## config.mk

```make
export PLATFORM = sky130hd
export DESIGN_NAME = ram_arbiter_flat
export DESIGN_NICKNAME = d
export VERILOG_FILES = /design/src/rtl/ram_arbiter_if.sv /design/src/rtl/ram_arbiter.sv /design/src/flat_wrapper.sv
export SDC_FILE = /design/constraint.sdc
export NUM_CORES = 1
export LEC_CHECK = 0
export ABC_CLOCK_PERIOD_IN_PS = 2400
export CORE_MARGIN = 4
export CORE_UTILIZATION = 25
export CTS_BUF_LIST = sky130_fd_sc_hd__clkbuf_8 sky130_fd_sc_hd__clkbuf_16
export CTS_CLUSTER_DIAMETER = 60
export DETAILED_ROUTE_END_ITERATION = 8
export GPL_TIMING_DRIVEN = 0
export PLACE_DENSITY = 0.87
export SYNTH_ARGS = -nofsm -noshare
export SYNTH_HDL_FRONTEND = slang
export SYNTH_SLANG_ARGS = --single-unit
```

## constraint.sdc

```tcl
create_clock -name clk -period 2.4 [get_ports clk]
set_clock_uncertainty 0.05 [all_clocks]
set_input_delay 0.36 -clock clk [delete_from_list [all_inputs] [get_ports clk]]
set_output_delay 0.36 -clock clk [all_outputs]
set_load 0.1 [all_outputs]
```

## src/rtl/ram_arbiter_if.sv

```systemverilog
// Bus bundle between the two memory masters, the arbiter and the shared single-port ram.
// The master modport is the environment side: both requesting masters plus the ram itself.
interface ram_arbiter_if #(
  parameter int unsigned RAM_WIDTH  = 31,
  parameter int unsigned DATA_WIDTH = 32
);
  // Port 0: core load/store path
  logic                  m0_req;
  logic                  m0_we;
  logic                  m0_lock;
  logic [RAM_WIDTH-1:0]  m0_address;
  logic [DATA_WIDTH-1:0] m0_wdata;
  logic                  m0_gnt;
  logic                  m0_rvalid;
  // Port 1: debug / firmware loader
  logic                  m1_req;
  logic                  m1_we;
  logic                  m1_lock;
  logic [RAM_WIDTH-1:0]  m1_address;
  logic [DATA_WIDTH-1:0] m1_wdata;
  logic                  m1_gnt;
  logic                  m1_rvalid;
  // Shared read return
  logic [DATA_WIDTH-1:0] rdata;
  // Ram side
  logic [RAM_WIDTH-1:0]  ram_address;
  logic                  ram_we;
  logic [DATA_WIDTH-1:0] ram_wdata;
  logic [DATA_WIDTH-1:0] ram_rdata;

  modport master (
    output m0_req, m0_we, m0_lock, m0_address, m0_wdata,
    output m1_req, m1_we, m1_lock, m1_address, m1_wdata,
    input  m0_gnt, m0_rvalid, m1_gnt, m1_rvalid, rdata,
    input  ram_address, ram_we, ram_wdata,
    output ram_rdata
  );

  modport slave (
    input  m0_req, m0_we, m0_lock, m0_address, m0_wdata,
    input  m1_req, m1_we, m1_lock, m1_address, m1_wdata,
    output m0_gnt, m0_rvalid, m1_gnt, m1_rvalid, rdata,
    output ram_address, ram_we, ram_wdata,
    input  ram_rdata
  );
endinterface

```

## src/rtl/ram_arbiter.sv

```systemverilog
// Two-port round-robin arbiter in front of the single-port data ram.
// One access per cycle, zero-latency grant, bounded locked bursts, registered read return.
module ram_arbiter #(
  parameter int unsigned RAM_WIDTH  = 31,
  parameter int unsigned DATA_WIDTH = 32,
  parameter int unsigned MAX_BURST  = 4
) (
  input logic           clk,
  input logic           a_reset_n,
  ram_arbiter_if.slave  bus
);

  localparam int unsigned CntW = $clog2(MAX_BURST + 1);

  typedef enum logic [1:0] {StIdle, StOwn0, StOwn1} state_e;

  state_e                state_q, state_d;
  logic                  last_gnt_q, last_gnt_d;
  logic [CntW-1:0]       burst_cnt_q, burst_cnt_d;
  logic [DATA_WIDTH-1:0] rdata_q, rdata_d;
  logic                  rvalid0_q, rvalid0_d;
  logic                  rvalid1_q, rvalid1_d;

  logic                  gnt0, gnt1;
  logic                  own_cont;
  logic                  sel_lock, sel_we;
  logic [CntW-1:0]       cnt_base;

  // Arbitration: owner first, then round-robin tie-break; all grants gated by reset
  always_comb begin
    gnt0     = 1'b0;
    gnt1     = 1'b0;
    own_cont = 1'b0;
    if (!a_reset_n) begin
      gnt0 = 1'b0;
    end else if (state_q == StOwn0 && bus.m0_req) begin
      gnt0     = 1'b1;
      own_cont = 1'b1;
    end else if (state_q == StOwn1 && bus.m1_req) begin
      gnt1     = 1'b1;
      own_cont = 1'b1;
    end else if (bus.m0_req && bus.m1_req) begin
      // last_gnt_q names the port served last; the other one wins the tie
      if (last_gnt_q) gnt0 = 1'b1;
      else            gnt1 = 1'b1;
    end else if (bus.m0_req) begin
      gnt0 = 1'b1;
    end else if (bus.m1_req) begin
      gnt1 = 1'b1;
    end
  end

  // Ram bus mux: granted port drives the ram, otherwise everything is zero
  always_comb begin
    bus.ram_address = '0;
    bus.ram_wdata   = '0;
    bus.ram_we      = 1'b0;
    sel_lock        = 1'b0;
    sel_we          = 1'b0;
    if (gnt0) begin
      bus.ram_address = bus.m0_address;
      bus.ram_wdata   = bus.m0_wdata;
      bus.ram_we      = bus.m0_we;
      sel_lock        = bus.m0_lock;
      sel_we          = bus.m0_we;
    end else if (gnt1) begin
      bus.ram_address = bus.m1_address;
      bus.ram_wdata   = bus.m1_wdata;
      bus.ram_we      = bus.m1_we;
      sel_lock        = bus.m1_lock;
      sel_we          = bus.m1_we;
    end
  end

  // Next state: ownership, burst count, round-robin pointer and read return
  always_comb begin
    state_d     = StIdle;
    burst_cnt_d = '0;
    last_gnt_d  = last_gnt_q;
    rdata_d     = rdata_q;
    rvalid0_d   = gnt0 && !bus.m0_we;
    rvalid1_d   = gnt1 && !bus.m1_we;
    // A fresh grant (not a continuation of ownership) starts its burst count from zero
    cnt_base    = own_cont ? burst_cnt_q : '0;
    if (gnt0 || gnt1) begin
      last_gnt_d = gnt1;
      if (sel_lock && ((int'(cnt_base) + 1) < int'(MAX_BURST))) begin
        state_d     = gnt1 ? StOwn1 : StOwn0;
        burst_cnt_d = cnt_base + CntW'(1);
      end
      if (!sel_we) rdata_d = bus.ram_rdata;
    end
  end

  // State registers
  always_ff @(posedge clk or negedge a_reset_n) begin
    if (!a_reset_n) begin
      state_q     <= StIdle;
      last_gnt_q  <= 1'b1;
      burst_cnt_q <= '0;
      rdata_q     <= '0;
      rvalid0_q   <= 1'b0;
      rvalid1_q   <= 1'b0;
    end else begin
      state_q     <= state_d;
      last_gnt_q  <= last_gnt_d;
      burst_cnt_q <= burst_cnt_d;
      rdata_q     <= rdata_d;
      rvalid0_q   <= rvalid0_d;
      rvalid1_q   <= rvalid1_d;
    end
  end

  assign bus.m0_gnt    = gnt0;
  assign bus.m1_gnt    = gnt1;
  assign bus.m0_rvalid = rvalid0_q;
  assign bus.m1_rvalid = rvalid1_q;
  assign bus.rdata     = rdata_q;

endmodule

```

## src/flat_wrapper.sv

```systemverilog
// flat-port wrapper written by rule: the top's interface ports become plain ports
module ram_arbiter_flat 
#(
  parameter int unsigned RAM_WIDTH  = 31,
  parameter int unsigned DATA_WIDTH = 32,
  parameter int unsigned MAX_BURST  = 4
)
  (clk, a_reset_n, bus_m0_req, bus_m0_we, bus_m0_lock, bus_m0_address, bus_m0_wdata, bus_m1_req, bus_m1_we, bus_m1_lock, bus_m1_address, bus_m1_wdata, bus_m0_gnt, bus_m0_rvalid, bus_m1_gnt, bus_m1_rvalid, bus_rdata, bus_ram_address, bus_ram_we, bus_ram_wdata, bus_ram_rdata);
  ram_arbiter_if #(.RAM_WIDTH(RAM_WIDTH), .DATA_WIDTH(DATA_WIDTH)) bus_i ();
  input logic clk;
  input logic a_reset_n;
  input wire logic [$bits(bus_i.m0_req)-1:0] bus_m0_req;
  input wire logic [$bits(bus_i.m0_we)-1:0] bus_m0_we;
  input wire logic [$bits(bus_i.m0_lock)-1:0] bus_m0_lock;
  input wire logic [$bits(bus_i.m0_address)-1:0] bus_m0_address;
  input wire logic [$bits(bus_i.m0_wdata)-1:0] bus_m0_wdata;
  input wire logic [$bits(bus_i.m1_req)-1:0] bus_m1_req;
  input wire logic [$bits(bus_i.m1_we)-1:0] bus_m1_we;
  input wire logic [$bits(bus_i.m1_lock)-1:0] bus_m1_lock;
  input wire logic [$bits(bus_i.m1_address)-1:0] bus_m1_address;
  input wire logic [$bits(bus_i.m1_wdata)-1:0] bus_m1_wdata;
  output wire logic [$bits(bus_i.m0_gnt)-1:0] bus_m0_gnt;
  output wire logic [$bits(bus_i.m0_rvalid)-1:0] bus_m0_rvalid;
  output wire logic [$bits(bus_i.m1_gnt)-1:0] bus_m1_gnt;
  output wire logic [$bits(bus_i.m1_rvalid)-1:0] bus_m1_rvalid;
  output wire logic [$bits(bus_i.rdata)-1:0] bus_rdata;
  output wire logic [$bits(bus_i.ram_address)-1:0] bus_ram_address;
  output wire logic [$bits(bus_i.ram_we)-1:0] bus_ram_we;
  output wire logic [$bits(bus_i.ram_wdata)-1:0] bus_ram_wdata;
  input wire logic [$bits(bus_i.ram_rdata)-1:0] bus_ram_rdata;
  assign bus_i.m0_req = bus_m0_req;
  assign bus_i.m0_we = bus_m0_we;
  assign bus_i.m0_lock = bus_m0_lock;
  assign bus_i.m0_address = bus_m0_address;
  assign bus_i.m0_wdata = bus_m0_wdata;
  assign bus_i.m1_req = bus_m1_req;
  assign bus_i.m1_we = bus_m1_we;
  assign bus_i.m1_lock = bus_m1_lock;
  assign bus_i.m1_address = bus_m1_address;
  assign bus_i.m1_wdata = bus_m1_wdata;
  assign bus_m0_gnt = bus_i.m0_gnt;
  assign bus_m0_rvalid = bus_i.m0_rvalid;
  assign bus_m1_gnt = bus_i.m1_gnt;
  assign bus_m1_rvalid = bus_i.m1_rvalid;
  assign bus_rdata = bus_i.rdata;
  assign bus_ram_address = bus_i.ram_address;
  assign bus_ram_we = bus_i.ram_we;
  assign bus_ram_wdata = bus_i.ram_wdata;
  assign bus_i.ram_rdata = bus_ram_rdata;
  ram_arbiter #(.RAM_WIDTH(RAM_WIDTH), .DATA_WIDTH(DATA_WIDTH), .MAX_BURST(MAX_BURST)) u_core (.clk(clk), .a_reset_n(a_reset_n), .bus(bus_i));
endmodule
```

==> summary.md <==
| Metric | Value |
|---|---|
| Status | `finished, final reports clean` |
| Multi-input gate area | `about 1400 sq um` |
| IO Pins | `266` |
| CP max stage delay | `600 ps` |
| Synth cell count leaders | `63 x a22o_1, 39 x dfrtp_1, 30 x mux2_1` |
| Site Rows | `34` |
| Final Core Density | `between 60% and 70%` |
| Yosys top cell by area | `dfrtp_1` |
| Layout cell share with drive strength beyond 1 | `between 30% and 40%` |
| ANT cells | `0` |
| Register bit total from synthesis | `40` |
| Area contributors post-synth | `dfrtp_1 43%, a22o_1 25%, mux2_1 15%` |
| Worst-path cell chain | `nand2_1 > a31oi_4 > buf_6 > a22o_1 > buf_12` |
| Share of the synthesized area in the top cell type | `between 40% and 50%` |
| Met3 GRT Util | `4.601%` |
| Setup ws final | `11.95 ps` |
| Crit path required time | `1990 ps` |
| Via count | `2723` |
| Setup crit end | `bus_ram_address[5]` |
| Vias in the first global route | `2863` |
| Nets | `639` |
| CP Launch Type | `flip-flop` |
| Final setup violation count | `0` |
| R2r worst-path depth | `7` |
| Worst-skew pair later-pin latency | `290 ps` |
| Clock sinks | `40` |
| Final hold vios | `0` |
| GP Congestion | `0.7385` |
| First-pass DRT Iterations | `4` |
| Clk slew on worst S/H paths | `80 ps` |
| Synth Area per Inst | `between 10 and 15 sq um` |
| Core area | `~8700 sq um` |
| CTS tree | `built` |
| Cell Area, Synth | `2251 sq um` |
| Largest net degree at the start of global routing | `40` |
| Post-DP HPWL | `9261 um` |
| CP startpoint | `u_core.last_gnt_q` |
| LEAKAGE | `between 2 and 3 nW` |
| Syn. warnings | `0` |
| Register area share after synthesis | `between 40% and 50%` |
| Worst relative slew slack | `32.86%` |
| Root Driver | `clkbuf_8` |
| Area grow syn2layout | `161.0%` |
| Fmax | `0.4188 GHz` |
| Antenna viol nets, final | `0` |
| Initial Util | `25.81%` |
| Critical Path Sink Type | `output pin` |
| RSZ-0062 raised after global routing | `true` |
| Worst Max-Slew Pin Slew | `1004 ps` |
| Via density | `4.687` |
| Maximum VDD drop | `365.8 uV` |
| Initial antenna violation count | `0` |
| Ys flop type | `dfrtp_1` |
| Synth Instances | `189` |
| Final wirelength | `11780 um` |
| R2R Path End | `u_core.bus.rdata[2]` |
| Worst r2r src | `u_core.state_q[0]` |
| Post-synth ARST share | `100.0%` |
| Iter 0 DRT Violations | `66` |
| CTS Buffer Depth | `2` |
| Crit-path slowest cell | `dfstp_2` |
| Most Crowded Layer GR | `met2` |
| Post-route minimum period | `approximately 2400 ps` |
| PD cells | `764.4 nW/um^2` |
| Most frequent cell after synthesis | `a22o_1` |
| Final Max Slew Viols | `0` |
| Total chip power | `4.490 mW` |
| Global-route wire length before repair | `15660 um` |
| Met1 GRT Util | `21.39%` |
| Yosys cell types | `27` |
| Remaining Overflow, GRT | `0` |
| DRC Markers | `0` |
| Crit share post-route | `99.50%` |
| Fin Hold WS | `441.1 ps` |
| Worst Hold Class | `flip-flop to flip-flop` |
| CTS H-tree lvls | `2` |
| Syn Nets | `between 300 and 400` |
| Total track usage | `19.37%` |
| Die Y-Extent | `102.9 um` |
| I/O Buffers | `265` |
| Met2 Use GR | `36.41%` |
| CP Class | `flip-flop to output pin` |
| Post-synth EDFFs | `0` |
| Die X | `102.9 um` |
| Worst EP arrival | `1980 ps` |
| Pre-CTS WS | `-1611 ps` |
| Max Cap Violations | `0` |
| Reg2reg setup slack | `190 ps` |
| Num CTS Buffers | `5` |
| Die ar. | `10590 sq um` |
| Register area | `around 1000 sq um` |
| # fillers | `between 600 and 700` |
| Critical-path maximum fanout | `10` |
| Per-cell routed wire length | `20.27 um` |
## cells in the final DEF, fill, tap and decap left out, types with 2 or more instances in the layout
cell type        Yosys  layout
clkdlybuf4s50_1      0     196
a22o_2               0      45
buf_6                0      40
dfrtp_1             39      38
buf_12               0      31
mux2_1              30      30
buf_4                3      12
a22o_4               0      11
nand2_1              8       8
clkbuf_8             0       7
a22o_1              63       7
buf_8                0       6
and2_1               4       4
nor2_1               4       4
a31oi_4              2       3
mux2_2               3       3
clkbuf_4             0       3
inv_1                2       3
and4b_1              2       2
dlygate4sd2_1        0       2
## cells by family after synthesis
kind of cell               Yosys count  share of synthesized area [%]
muxes                               33                          16.51
DFF                                 40                          44.53
adders and majority gates            1                         0.5558
and+or+nand+nor                     23                          5.392
buffers and inverters               19                          3.891
AOI/OAI and AO/OA                   72                          28.96
other                                1                         0.1666
## worst min path at each step
stage	start	endpoint	slack [ps]	cells after the start
2_1_floorplan	a_reset_n	u_core.burst_cnt_q[0]	10	0
3_3_place_gp	u_core.bus.rdata[8]	u_core.bus.rdata[8]	420	1
3_5_place_dp	u_core.bus.rdata[19]	u_core.bus.rdata[19]	430	1
4_1_cts	u_core.bus.rdata[11]	u_core.bus.rdata[11]	450	1
5_1_grt	u_core.bus.rdata[16]	u_core.bus.rdata[16]	460	1
6_report	u_core.bus.rdata[11]	u_core.bus.rdata[11]	440	1
## where the power goes
| part | internal (mW) | switching [mW] | total (mW) |
|---|---|---|---|
| sequential | 0.827 | 0.0813 | 0.908 |
| combinational | 0.972 | 2.15 | 3.13 |
| clock | 0.229 | 0.227 | 0.456 |
| total | 2.03 | 2.46 | 4.49 |
## sequential cells by signal, summed over array words and instances, names as in the netlist
register and cells:
u_core.bus.m0_rvalid 1, u_core.burst_cnt_q 3, u_core.bus.rdata 32, u_core.last_gnt_q 1, u_core.state_q 2, u_core.bus.m1_rvalid 1
## metrics by stage
step | cell area (sq um) | instances | setup TNS [ps]
2_1_floorplan | 2345 | 189 | 0
3_5_place_dp | 5127 | 562 | -103070
4_1_cts | 5599 | 579 | -531.7
6_report | 5874 | 581 | 0
3_3_place_gp | 5132 | 562 | -218300
5_1_grt | 5874 | 581 | -2440
## final cells by class
class                           count  share of cell area, %
Tap cell                          108                  2.300
Clock inverter                      2                 0.1917
Buffer                             17                  3.110
Sequential cell                    40                  17.08
Timing Repair Buffer              275                  52.67
Inverter                            2                 0.1278
Multi-Input combinational cell    131                  23.11
Clock buffer                        6                  1.406
## routing by layer
| metal | vias up | routed length, um |
|---|---|---|
| met3 | 14 | 801 |
| met2 | 132 | 6615 |
| met4 | 0 | 270 |
| met1 | 1277 | 4091 |
| met5 | - | 0 |
| li1 | 1300 | - |
## worst max-delay path, delay by kind of cell, from the launching register on
family	cells	cell delay, ps
buf+inv	2	390
compound gates	2	530
simple gates	1	170
flops	1	600
## what timing repair did
| action | CTS | global route |
|---|---|---|
| cloned | 2 | 0 |
| gates resized for setup | 519 | 61 |
| hold endpoints to repair | 39 | 0 |
| pin swaps | 2 | 5 |
| hold buffers | 2 | 0 |
| setup endpoints to repair | 66 | 64 |
| buffers inserted | 5 | 2 |
No activity file was read; power rests on OpenSTA's default activity.
